--- src/rtl/cmp_window_stats_pkg.sv ---
// Shared types and constants for the compare-window statistics block:
// FSM state encoding, comparator flag codes and a one-hot helper.
package cmp_window_stats_pkg;

  typedef enum logic [1:0] {
    ST_IDLE   = 2'd0,
    ST_ACCUM  = 2'd1,
    ST_REPORT = 2'd2
  } state_t;

  // Flag codes packed as {a_greater, a_equal, a_less}
  localparam logic [2:0] FLG_GT = 3'b100;
  localparam logic [2:0] FLG_EQ = 3'b010;
  localparam logic [2:0] FLG_LT = 3'b001;

  function automatic logic is_one_hot(input logic [2:0] code);
    return (code == FLG_GT) || (code == FLG_EQ) || (code == FLG_LT);
  endfunction

endpackage

--- src/rtl/cmp_window_stats_if.sv ---
// Flag-sample input stream and report output stream of cmp_window_stats.
// master = producer/consumer side, slave = the statistics block.
interface cmp_window_stats_if #(
    parameter int WINDOW = 8
);
    localparam int CNT_W = $clog2(WINDOW + 1);

    logic             in_valid;
    logic             in_ready;
    logic             a_greater;
    logic             a_equal;
    logic             a_less;
    logic             out_valid;
    logic             out_ready;
    logic [CNT_W-1:0] gt_count;
    logic [CNT_W-1:0] eq_count;
    logic [CNT_W-1:0] lt_count;
    logic [CNT_W-1:0] err_count;

    modport master (
        output in_valid, a_greater, a_equal, a_less, out_ready,
        input  in_ready, out_valid, gt_count, eq_count, lt_count, err_count
    );

    modport slave (
        input  in_valid, a_greater, a_equal, a_less, out_ready,
        output in_ready, out_valid, gt_count, eq_count, lt_count, err_count
    );
endinterface

--- src/rtl/cmp_window_stats_counter.sv ---
// Saturation-free tally counter: synchronous clear has priority over increment.
module cmp_stat_counter #(
    parameter int W = 4
) (
    input  logic         clk,
    input  logic         rst,
    input  logic         clr,
    input  logic         inc,
    output logic [W-1:0] count
);
    always_ff @(posedge clk or posedge rst) begin
        if (rst) begin
            count <= '0;
        end else if (clr) begin
            count <= '0;
        end else if (inc) begin
            count <= count + W'(1);
        end
    end
endmodule

--- src/rtl/cmp_window_stats.sv ---
// Tallies comparator outcomes over WINDOW accepted samples and holds one
// report of greater/equal/less/error counts until the consumer takes it.
module cmp_window_stats
    import cmp_window_stats_pkg::*;
#(
    parameter int WINDOW = 8
) (
    input  logic                clk,
    input  logic                rst,
    input  logic                clear,
    cmp_window_stats_if.slave   bus,
    output state_t              state_dbg
);
    localparam int CNT_W = $clog2(WINDOW + 1);
    localparam logic [CNT_W-1:0] LAST_IDX = CNT_W'(WINDOW - 1);

    // Handshakes: a transfer happens on a rising edge where valid & ready are
    // both high; ready never depends on valid, and valid holds until taken.
    state_t           state, state_nx;
    logic [CNT_W-1:0] sample_cnt;
    logic [2:0]       code;
    logic             accept;
    logic             handshake;
    logic             tally;

    assign code         = {bus.a_greater, bus.a_equal, bus.a_less};
    assign bus.in_ready = (state != ST_REPORT);
    assign bus.out_valid = (state == ST_REPORT);
    assign accept       = bus.in_valid & bus.in_ready;
    assign handshake    = bus.out_valid & bus.out_ready;
    assign tally        = accept & ~clear;
    assign state_dbg    = state;

    always_ff @(posedge clk or posedge rst) begin
        if (rst) begin
            state <= ST_IDLE;
        end else begin
            state <= state_nx;
        end
    end

    always_comb begin
        state_nx = state;
        unique case (state)
            ST_IDLE: begin
                if (accept) state_nx = (WINDOW == 1) ? ST_REPORT : ST_ACCUM;
            end
            ST_ACCUM: begin
                if (accept && sample_cnt == LAST_IDX) state_nx = ST_REPORT;
            end
            ST_REPORT: begin
                if (bus.out_ready) state_nx = ST_IDLE;
            end
            default: state_nx = ST_IDLE;
        endcase
        // Abort wins over both accept and a completing report handshake
        if (clear) state_nx = ST_IDLE;
    end

    always_ff @(posedge clk or posedge rst) begin
        if (rst) begin
            sample_cnt <= '0;
        end else if (clear || handshake) begin
            sample_cnt <= '0;
        end else if (accept) begin
            sample_cnt <= sample_cnt + CNT_W'(1);
        end
    end

    cmp_stat_counter #(.W(CNT_W)) u_gt (
        .clk(clk), .rst(rst), .clr(clear | handshake),
        .inc(tally & (code == FLG_GT)), .count(bus.gt_count)
    );
    cmp_stat_counter #(.W(CNT_W)) u_eq (
        .clk(clk), .rst(rst), .clr(clear | handshake),
        .inc(tally & (code == FLG_EQ)), .count(bus.eq_count)
    );
    cmp_stat_counter #(.W(CNT_W)) u_lt (
        .clk(clk), .rst(rst), .clr(clear | handshake),
        .inc(tally & (code == FLG_LT)), .count(bus.lt_count)
    );
    cmp_stat_counter #(.W(CNT_W)) u_err (
        .clk(clk), .rst(rst), .clr(clear | handshake),
        .inc(tally & ~is_one_hot(code)), .count(bus.err_count)
    );
endmodule

--- src/flat_wrapper.sv ---
// flat-port wrapper written by rule: the top's interface ports become plain ports
module cmp_window_stats_flat import cmp_window_stats_pkg::*;
#(
    parameter int WINDOW = 8
)
  (clk, rst, clear, state_dbg, bus_in_valid, bus_a_greater, bus_a_equal, bus_a_less, bus_out_ready, bus_in_ready, bus_out_valid, bus_gt_count, bus_eq_count, bus_lt_count, bus_err_count);
  cmp_window_stats_if #(.WINDOW(WINDOW)) bus_i ();
  input  logic clk;
  input  logic rst;
  input  logic clear;
  output state_t state_dbg;
  input wire logic [$bits(bus_i.in_valid)-1:0] bus_in_valid;
  input wire logic [$bits(bus_i.a_greater)-1:0] bus_a_greater;
  input wire logic [$bits(bus_i.a_equal)-1:0] bus_a_equal;
  input wire logic [$bits(bus_i.a_less)-1:0] bus_a_less;
  input wire logic [$bits(bus_i.out_ready)-1:0] bus_out_ready;
  output wire logic [$bits(bus_i.in_ready)-1:0] bus_in_ready;
  output wire logic [$bits(bus_i.out_valid)-1:0] bus_out_valid;
  output wire logic [$bits(bus_i.gt_count)-1:0] bus_gt_count;
  output wire logic [$bits(bus_i.eq_count)-1:0] bus_eq_count;
  output wire logic [$bits(bus_i.lt_count)-1:0] bus_lt_count;
  output wire logic [$bits(bus_i.err_count)-1:0] bus_err_count;
  assign bus_i.in_valid = bus_in_valid;
  assign bus_i.a_greater = bus_a_greater;
  assign bus_i.a_equal = bus_a_equal;
  assign bus_i.a_less = bus_a_less;
  assign bus_i.out_ready = bus_out_ready;
  assign bus_in_ready = bus_i.in_ready;
  assign bus_out_valid = bus_i.out_valid;
  assign bus_gt_count = bus_i.gt_count;
  assign bus_eq_count = bus_i.eq_count;
  assign bus_lt_count = bus_i.lt_count;
  assign bus_err_count = bus_i.err_count;
  cmp_window_stats #(.WINDOW(WINDOW)) u_core (.clk(clk), .rst(rst), .clear(clear), .bus(bus_i), .state_dbg(state_dbg));
endmodule
--- config.mk ---
export PLATFORM = sky130hd
export DESIGN_NAME = cmp_window_stats_flat
export DESIGN_NICKNAME = d
export VERILOG_FILES = /design/src/rtl/cmp_window_stats_pkg.sv /design/src/rtl/cmp_window_stats_if.sv /design/src/rtl/cmp_window_stats_counter.sv /design/src/rtl/cmp_window_stats.sv /design/src/flat_wrapper.sv
export SDC_FILE = /design/constraint.sdc
export NUM_CORES = 1
export LEC_CHECK = 0
export CORE_UTILIZATION = 43
export CTS_CLUSTER_DIAMETER = 100
export DETAILED_ROUTE_END_ITERATION = 10
export PLACE_DENSITY = 0.85
export REMOVE_ABC_BUFFERS = 1
export SYNTH_ARGS = -nofsm -noshare
export SYNTH_HDL_FRONTEND = slang
export SYNTH_SLANG_ARGS = --single-unit
--- constraint.sdc ---
create_clock -name clk -period 1.25 [get_ports clk]
set_input_delay 0.125 -clock clk [delete_from_list [all_inputs] [get_ports clk]]
set_output_delay 0.125 -clock clk [all_outputs]
set_load 0.02 [all_outputs]
==> flow_metrics.env, run 1 <==
export IMPL_status="complete, but fails checks"
export IMPL_violations="negative setup slack"
export IMPL_clk_path_buf_depth=2
export IMPL_grt_overflow=0
export IMPL_dr_total_vias=1039
export IMPL_powerDensity_nw_per_um2=774
export IMPL_hpwl_microns=1940
export IMPL_synth_area_per_cell_sq_um=9.91
export IMPL_io_pins=28
export IMPL_tightest_slew_ns=0.315
export IMPL_maxCapViolations=0
export IMPL_critPathRequiredTime_ns=1.47
export IMPL_critPathArrivalTime_ns=1.58
export IMPL_fin_hold_ws_ns=0.135
export IMPL_syn_area_sq_um=1140
export IMPL_start_kind="register"
export IMPL_power_leakage_nw=0.847
export IMPL_yosysWarnings=0
export IMPL_drive_gt1_share_pct=40.1
export IMPL_viasPerCell=5.41
export IMPL_path_class="reg -> reg"
export IMPL_nNetsFinal=176
export IMPL_die_width_microns=53.5
export IMPL_dp_slack_ns=-0.522
export IMPL_yosysSeqAreaShare_pct=48.3
export IMPL_crit_path_start="u_core.state_dbg[1]"
export IMPL_finalWeightedCongestion=0.765
export IMPL_coreArea_sq_um=2500
export IMPL_synthCells=115
export IMPL_ir_drop_mv=0.691
export IMPL_critPathMaxStageDelay_ns=0.43
export IMPL_ctsHtreeMaxLevel=1
export IMPL_wirelength_microns=3040
export IMPL_cts_tree="built"
export IMPL_finalPower_mw=1.38
export IMPL_fmax_ghz=0.736
export IMPL_first_iter_violations=5
export IMPL_clkTransAtPathRegs_ns=0.13
export IMPL_io_buffers=27
export IMPL_crit_slowest_cell="dfrtp_1"
export IMPL_setup_ws_ns=-0.108
export IMPL_area_growth_pct=56.4
export IMPL_r2r_start="u_core.state_dbg[1]"
export IMPL_wl_per_cell_microns=15.8
export IMPL_dr_pass1_iters=4
export IMPL_route_detailed_drc=0
export IMPL_grt_max_degree=23
export IMPL_ys_ff_latch=22
export IMPL_fin_util_pct=71.3
export IMPL_async_reset_ff_share_pct=100
export IMPL_start_util_pct=45.6
export IMPL_rsz0062_at_grt="yes"
export IMPL_path_max_fanout=5
export IMPL_worstPathCellList="nand2b_4 > inv_1 > buf_4 > a21o_4 > buf_6 > nor2_1"
export IMPL_clk_latency_ns=0.30
export IMPL_postRouteAntennaNets=0
export IMPL_crit_path_end_kind="register"
export IMPL_rows=18
export IMPL_hold_viol_final=0
export IMPL_root_buffer="clkbuf_4"
export IMPL_grt_pass1_vias=1021
export IMPL_fill_cells=178
export IMPL_antenna_found_initial=0
export IMPL_min_period_over_period_pct=109
export IMPL_hp_class="in -> async"
export IMPL_grtUsageTotal_pct=21.9
export IMPL_n_antenna_cell=0
export IMPL_die_y_microns=53.5
export IMPL_relSlewSlack_pct=79.0
export IMPL_cts_buffers_inserted=3
export IMPL_grt_pass1_wl_microns=4400
export IMPL_synthFlopType="dfrtp_1"
export IMPL_yosys_cell_types_count=26
export IMPL_drv_slew=0
export IMPL_period_minus_slack_ns=1.36
export IMPL_synth_edff_count=0
export IMPL_ctsHoldBuffers=0
export IMPL_clock_sinks=22
export IMPL_setup_violations=17
export IMPL_dieArea_sq_um=2860
export IMPL_clock_skew_final_ns=0.00864
cell families (layout without fill, tap and decap cells):
kind of cell | count (synthesis) | in the layout | synth area share [%]
AO/OA/AOI/OAI | 13 | 13 | 6.81
XOR/XNOR | 10 | 10 | 7.68
adder cells (fa/ha/maj) | 5 | 5 | 5.49
buffers and inverters | 7 | 54 | 2.85
flip-flops | 22 | 22 | 48.3
multiplexers | 6 | 6 | 5.27
AND/OR/NAND/NOR | 52 | 52 | 23.6
layer usage:
layer  GRT usage, %  wire length (microns)  vias to the layer above  part of all wire [%]
met3           3.74                    120                       13                   3.9
met1           22.7                   1140                      510                    37
met5              0                      0                        -                     0
li1               -                      -                      492                     -
met2           40.8                   1680                       24                    55
met4           11.8                    107                        0                   3.5
cells in the final DEF, fill, tap and decap left out, types with 4 or more instances in the layout:
cell type        count
nor2_1               8
nor2_2               8
nand3_1              5
dfrtp_1             21
buf_4               14
inv_1                4
nand2_1              6
dlygate4sd2_1       13
clkdlybuf4s15_1      4
xor2_1               7
clkdlybuf4s50_1      4
buf_6                6
mux2i_1              5
cells in the mapped netlist, types with 2 or more instances:
cell | n | share of area, %
o21ai_0 | 4 | 1.8
or3_1 | 3 | 1.6
buf_2 | 2 | 0.88
a21oi_1 | 5 | 2.2
nand3_1 | 7 | 3.1
nand4_1 | 3 | 1.6
xor2_1 | 9 | 6.9
nor2_1 | 17 | 5.6
nand2_1 | 8 | 2.6
nor3b_1 | 3 | 2.0
nand3_2 | 3 | 2.6
ha_1 | 5 | 5.5
nand2b_1 | 3 | 1.6
mux2i_1 | 6 | 5.3
dfrtp_1 | 22 | 48
and3_1 | 2 | 1.1
inv_1 | 4 | 1.3
state kept, by name, summed over array words and instances, names as in the netlist:
| register | cells |
|---|---|
| u_core.u_eq.count | 4 |
| u_core.state_dbg | 2 |
| u_core.sample_cnt | 4 |
| u_core.u_lt.count | 4 |
| u_core.u_gt.count | 4 |
| u_core.u_err.count | 4 |
critical path, delay by kind of cell, from the launching register on:
family	cells	cell delay, ns
AND/OR/NAND/NOR	2	0.27
flip-flops	1	0.43
buffers and inverters	3	0.35
AO/OA/AOI/OAI	1	0.22
final timing paths:
check	end	slack, ns	cells after the start
max reg2reg	u_core.u_eq.count[2]	-0.11	6
max	u_core.u_eq.count[2]	-0.11	6
min in group clk	u_core.u_lt.count[3]	0.44	5
min	u_core.u_gt.count[2]	0.13	3
min reg2reg	u_core.u_err.count[3]	0.50	1
max in group asynchronous	u_core.u_err.count[0]	0.88	3
timing repair:
item                                   4_1_cts  5_1_grt
cloned                                       0        1
pin swaps                                    1        9
endpoints found under the hold margin        0        0
setup buffers                                2        1
resized for setup                           44       53
setup endpoints to repair                   40       30
stage by stage:
stage                     std cells  area [sq um]  setup TNS [ns]
after global placement          185          1550           -5.36
after floorplan                 112          1120          -11.64
after CTS                       191          1620          -0.302
after detailed placement        185          1550           -6.38
final                           192          1780          -0.568
after global routing            192          1780           -1.46
power breakdown:
group          internal [mW]  leakage (nW)  switching (mW)
Combinational          0.105         0.525           0.128
Clock                  0.177        0.0210           0.218
Sequential             0.730         0.302          0.0213
final cells by class:
cell class                      instances  area [sq um]  area share [%]
Clock buffer                            4          36.3            2.04
Inverter                                4          15.0           0.842
Multi-Input combinational cell         86           741            41.5
Sequential cell                        22           552            30.9
Tap cell                               30          37.5            2.11
Timing Repair Buffer                   46           402            22.5
Power figures use the tool's default switching activity.
==> inputs of run 2 (changes only) <==
- CTS_CLUSTER_DIAMETER: 100 -> 40
==> results of run 2 <==
Same layout as run 1: the final DEF is identical, and so are final timing and power.
